<file path="config.mk">
export PLATFORM = sky130hd
export DESIGN_NAME = viterbi_frame_ctrl
export DESIGN_NICKNAME = d
export VERILOG_FILES = /design/src/rtl/viterbi_frame_ctrl.sv
export SDC_FILE = /design/constraint.sdc
export NUM_CORES = 1
export LEC_CHECK = 0
export BUFFER_PORTS_ARGS = -buffer_cell sky130_fd_sc_hd__buf_2
export CAP_MARGIN = 20
export CORE_ASPECT_RATIO = 2
export CORE_MARGIN = 1
export CORE_UTILIZATION = 45
export DETAILED_ROUTE_END_ITERATION = 10
export PLACE_DENSITY = 0.65
export SYNTH_ARGS = -nofsm -noshare
export SYNTH_HDL_FRONTEND = slang
export SYNTH_SLANG_ARGS = --single-unit
</file>
<file path="constraint.sdc">
create_clock -name clk -period 3.1 [get_ports clk]
set_input_delay 0.93 -clock clk [delete_from_list [all_inputs] [get_ports clk]]
set_output_delay 0.93 -clock clk [all_outputs]
set_load 0.01 [all_outputs]
</file>
<file path="src/rtl/viterbi_frame_ctrl.sv">
// viterbi_frame_ctrl: clears a rate-1/2 Viterbi decoder, feeds one frame of info and tail symbols,
// flushes it and forwards only the decoded info bits with valid/last markers.
module viterbi_frame_ctrl #(
  parameter int FRAME_LEN  = 64,
  parameter int TAIL_LEN   = 2,
  parameter int DEC_LAT    = 4,
  parameter int CLR_CYCLES = 2,
  parameter int CNT_W      = 8
) (
  input  logic       clk,
  input  logic       rst,
  input  logic       start_i,
  output logic       busy_o,
  input  logic       sym_valid_i,
  output logic       sym_ready_o,
  input  logic [1:0] sym_data_i,
  output logic       dec_rst_n_o,
  output logic [1:0] dec_data_o,
  input  logic       dec_bit_i,
  output logic       bit_valid_o,
  output logic       bit_data_o,
  output logic       bit_last_o,
  output logic       frame_done_o,
  output logic       err_underrun_o
);
  typedef enum logic [2:0] {IDLE, CLEAR, RUN, TAIL, FLUSH, ABORT} state_e;
  localparam logic [CNT_W-1:0] CLR_END   = CNT_W'(CLR_CYCLES - 1);
  localparam logic [CNT_W-1:0] RUN_END   = CNT_W'(FRAME_LEN - 1);
  localparam logic [CNT_W-1:0] TAIL_END  = CNT_W'(TAIL_LEN - 1);
  localparam logic [CNT_W-1:0] FLUSH_END = CNT_W'(DEC_LAT);
  state_e state_q, state_d;
  logic [CNT_W-1:0] cnt_q, cnt_d;
  // tag_q[0] lines up with dec_data_o; tag_q[DEC_LAT] lines up with the matching dec_bit_i
  logic [DEC_LAT:0][1:0] tag_q;
  logic [1:0] tag_d, dec_data_q;
  logic dec_rst_n_q, err_q, bit_valid_q, bit_data_q, bit_last_q;
  logic acc, go, abort_d, tag_clr;
  assign sym_ready_o    = state_q == RUN || state_q == TAIL;
  assign acc            = sym_valid_i && sym_ready_o;
  assign go             = start_i && state_q == IDLE;
  assign abort_d        = state_d == ABORT;
  assign tag_clr        = abort_d || state_q == CLEAR;
  assign tag_d          = {state_q == RUN && acc, state_q == RUN && acc && cnt_q == RUN_END};
  assign busy_o         = state_q != IDLE;
  assign frame_done_o   = state_q == FLUSH && cnt_q == FLUSH_END;
  assign dec_rst_n_o    = dec_rst_n_q;
  assign dec_data_o     = dec_data_q;
  assign err_underrun_o = err_q;
  assign bit_valid_o    = bit_valid_q;
  assign bit_data_o     = bit_data_q;
  assign bit_last_o     = bit_last_q;
  always_comb begin
    state_d = state_q;
    cnt_d   = cnt_q + 1'b1;
    case (state_q)
      IDLE: begin
        cnt_d = '0;
        if (start_i) state_d = CLEAR;
      end
      CLEAR: if (cnt_q == CLR_END) begin
        state_d = RUN;
        cnt_d   = '0;
      end
      RUN: if (!sym_valid_i) begin
        state_d = ABORT;
        cnt_d   = '0;
      end else if (cnt_q == RUN_END) begin
        state_d = TAIL_LEN == 0 ? FLUSH : TAIL;
        cnt_d   = '0;
      end
      TAIL: if (!sym_valid_i) begin
        state_d = ABORT;
        cnt_d   = '0;
      end else if (cnt_q == TAIL_END) begin
        state_d = FLUSH;
        cnt_d   = '0;
      end
      FLUSH: if (cnt_q == FLUSH_END) begin
        state_d = IDLE;
        cnt_d   = '0;
      end
      default: begin
        state_d = IDLE;
        cnt_d   = '0;
      end
    endcase
  end
  always_ff @(posedge clk) begin
    if (rst) begin
      state_q     <= IDLE;
      cnt_q       <= '0;
      tag_q       <= '0;
      dec_rst_n_q <= 1'b0;
      dec_data_q  <= 2'b00;
      err_q       <= 1'b0;
      bit_valid_q <= 1'b0;
      bit_data_q  <= 1'b0;
      bit_last_q  <= 1'b0;
    end else begin
      state_q     <= state_d;
      cnt_q       <= cnt_d;
      tag_q       <= tag_clr ? '0 : {tag_q[DEC_LAT-1:0], tag_d};
      dec_rst_n_q <= !(state_d == CLEAR || abort_d);
      dec_data_q  <= acc ? sym_data_i : 2'b00;
      err_q       <= go ? 1'b0 : abort_d || err_q;
      bit_valid_q <= !abort_d && tag_q[DEC_LAT][1];
      bit_data_q  <= dec_bit_i;
      bit_last_q  <= !abort_d && tag_q[DEC_LAT][0];
    end
  end
endmodule

</file>
After elaboration in Yosys (flattened, before gate mapping)
Index checks and enable logic that the tools add are counted.
W data, S select, Z words.
- register bits: 28
- input port bits: 7
- output and inout port bits: 10
- $add $sub $neg: 1
- multiplexer cells: 14
- bitwise logic cells: 1
- equal/unequal tests: 9
- reduce and logical (&&, ||, !) cells: 18
- operators by type and width (kind ; number):
    $mux W8 ; 5
    $pmux W8 S4 ; 1
    $mux W3 ; 7
    $pmux W3 S5 ; 1
    $add A8 B1 Y8 const B ; 1
    $eq A8 B1 Y1 const B ; 1
    $eq A8 B3 Y1 const B ; 1
    $eq A8 B6 Y1 const B ; 1
    $logic_and A1 B1 Y1 ; 7
    $eq A3 B1 Y1 const B ; 2
    $eq A3 B2 Y1 const B ; 2
    $eq A3 B3 Y1 const B ; 2
    $reduce_or A2 Y1 ; 3
    $logic_or A1 B1 Y1 ; 4
    $logic_not A3 Y1 ; 1
    $reduce_bool A3 Y1 ; 1
    $logic_not A1 Y1 ; 2
    $not A1 Y1 ; 1

Logic depth before layout (Yosys ltp)
- depth in word-level cells: 7
- gate-level depth with buffers: 6

Least setup slack after synthesis
OpenSTA, ideal clock, no wires.
- path kind: reg-to-output
- from: register state_q[2]
- to: output frame_done_o
- cell stages (with the launch flop): 4
- data arrival time: 1017 ps
- setup slack: 1153 ps
- data required time: 2170 ps
- path through: dfxtp_1 > buf_6 > or3b_4 > nor2_1
- cells in the longest elaborated chain, start to end: 2
- ends and longest elaborated chain (element ; line ; text):
    start: declaration ; 31 ; state_e state_q, state_d;
    start signal: assignment ; 100 ; state_q <= state_d;
    $eq A3 B3 Y1 ; 45 ; assign frame_done_o = state_q == FLUSH && cnt_q == FLUSH_END;
    $logic_and A1 B1 Y1 ; 45 ;
    end: declaration ; 23 ; output logic frame_done_o,
No other way between the ends.

Worst setup path in the final report
Same ends and word-level chain as after synthesis.

==> results.sh <==
export IMPL_yosys_cell_types_count=38
export IMPL_drt_wirelength_per_cell_um=12.4
export IMPL_synth_nets=125
export IMPL_io_pins=17
export IMPL_grt_pass1_wl_um=3360
export IMPL_finalHoldViolCount=0
export IMPL_worst_pin_slew_ns=0.517
export IMPL_nets=142
export IMPL_top_layer_used="met4"
export IMPL_syn_inst=115
export IMPL_routed_wl_met3_um=45
export IMPL_postRouteAntennaNets=0
export IMPL_drtIter0Drc=5
export IMPL_max_freq_mhz=416
export IMPL_leakage_uw=0.000532
export IMPL_clockBufferDepth=2
export IMPL_relSlewSlack=0.655
export IMPL_n_antenna_cell=0
export IMPL_maxCapViolCount=0
export IMPL_gr_total_overflow=0
export IMPL_synth_top_area_frac=0.462
export IMPL_fin_crit_sh=0.776
export IMPL_outcome="complete, no violations"
export IMPL_cts_resized=0
export IMPL_finalSetupViolations=0
export IMPL_power_density_nw_per_um2=462
export IMPL_die_h_um=75.4
export IMPL_ys_flop_type="dfxtp_1"
export IMPL_grt_pass1_vias=781
export IMPL_synth_area_um2=1210
export IMPL_rsz0062_at_grt="false"
export IMPL_cp_arrival_ns=1.47
export IMPL_finalSetupTns_ns=0
export IMPL_cts_sinks=28
export IMPL_cp_max_fo=9
export IMPL_syn_to_final_growth_pct=10.9
export IMPL_min_period_ns=2.40
export IMPL_ir_worst_vdd_v=0.000285
export IMPL_yosysWarnings=0
export IMPL_clk_latency_ns=0.26
export IMPL_ctsHoldBuffers=0
export IMPL_clock_skew_ns=0.00247
export IMPL_cp_end_kind="output pin"
export IMPL_gp_congestion=0.824
export IMPL_cts_made_buffers=3
export IMPL_met2WireLength_um=1100
export IMPL_synth_seq_area_share=0.462
export IMPL_via_per_inst=5.09
export IMPL_drt_met1_wl_um=785
export IMPL_synth_most_common_cell="dfxtp_1"
export IMPL_htree_levels=1
export IMPL_drive_gt1_frac=0.244
export IMPL_placed_cell_area_um2=1290
export IMPL_root_buffer="clkbuf_8"
export IMPL_critical_path_class="flop to output pin"
export IMPL_startpoint_type="flop"
export IMPL_drc=0
export IMPL_hpwl_um=1550
export IMPL_antenna_found_initial=0
export IMPL_synth_edf_count=0
export IMPL_worstHoldPathType="flop to flop"
export IMPL_drv_slew=0
export IMPL_post_place_cells=155
export IMPL_ys_top_cells_by_area="dfxtp_1 46%, and2_1 6.2%, nor2_1 4.0%"
export IMPL_first_pass_iters=4
export IMPL_start_util=0.472
export IMPL_num_rows=26
export IMPL_crit_required_ns=2.17
export IMPL_die_x_um=38.7
export IMPL_fin_cells=159
export IMPL_avgSynthCellArea_um2=10.6
export IMPL_ys_ff_latch=28
export IMPL_synth_area_leader_cell="dfxtp_1"
export IMPL_post_cts_buffers=0
export IMPL_grt_usage=0.165
export IMPL_synthTopCellsByCount="28 x dfxtp_1, 13 x nor2_1, 12 x and2_1"
export IMPL_vias=810
export IMPL_cts_tree="yes"
export IMPL_wl_um=1980
export IMPL_core_area_um2=2570
export IMPL_grt_max_degree=16
export IMPL_io_buffer_count=16
export IMPL_clk_pin_slew_worst_paths_ns=0.09
export IMPL_design_area_um2=1350
export IMPL_die_area_um2=2920
export IMPL_async_flop_share=0
[cells in the final DEF (no fill, tap or decap), drive strengths merged, types with 3 or more instances in the layout]
cell type  count
a21oi          4
and2          12
buf           16
clkbuf         4
dfxtp         28
ha             3
inv            7
nand3          5
nor2          13
nor2b          3
nor3           4
nor3b          3
xor2           4
[worst max-delay path, stage by stage (launching register included)]
cell     delay, ns
dfxtp_1       0.50
or3b_4        0.46
nor2_1        0.12
buf_2         0.13
[report_power, final]
part           total [µW]  internal [µW]  switching, µW
Combinational        39.1           17.2           21.9
Sequential            367            363           3.99
Clock                 215            113            102
[cell type report]
class / instances / area [µm²]
inverters: 7 / 26.3
repair buffers: 16 / 80.1
fillers: 247 / 1220
well taps: 28 / 35.0
multi-input cells: 76 / 589
flip-flops and latches: 28 / 561
clock buffers: 4 / 55.1
[cell families after synthesis]
| group | Yosys count | share of synthesized area |
|---|---|---|
| buf+inv | 11 | 0.0526 |
| simple gates | 51 | 0.276 |
| compound gates | 15 | 0.123 |
| fa+ha+maj | 3 | 0.0309 |
| flops | 28 | 0.462 |
| mux | 1 | 0.0124 |
| xor+xnor | 6 | 0.0433 |
[registers in the layout (all words and copies together), names as in the netlist]
name	cells
state_q	3
dec_rst_n_o	1
tag_q	10
cnt_q	8
err_underrun_o	1
bit_data_o	1
bit_valid_o	1
bit_last_o	1
dec_data_o	2
[layer usage]
layer	global-route usage	up-vias
met1	0.178	370
li1	-	423
met2	0.291	13
met4	0.0920	0
met5	0	-
met3	0.0262	4
[worst paths after layout]
| kind | startpoint | endpoint | slack [ns] | cells past startpoint |
|---|---|---|---|---|
| setup reg to reg | cnt_q[1] | cnt_q[4] | 1.43 | 6 |
| setup / recovery | state_q[2] | frame_done_o | 0.70 | 3 |
| hold / removal | tag_q[1] | tag_q[3] | 0.43 | 1 |
| hold reg to reg | tag_q[1] | tag_q[3] | 0.43 | 1 |
[metrics by stage]
stage | total power (µW) | utilization | setup WS (ns) | hold WS [ns]
after detailed placement | 415 | 0.502 | 0.996 | 0.415
after global placement | 415 | 0.502 | 1.01 | 0.412
final | 621 | 0.524 | 0.696 | 0.431
after CTS | 632 | 0.524 | 0.686 | 0.437
after global routing | 648 | 0.524 | 0.612 | 0.445
after floorplan | 402 | - | 1.15 | 0.406
Note: power is estimated with default switching activity, not from simulation.
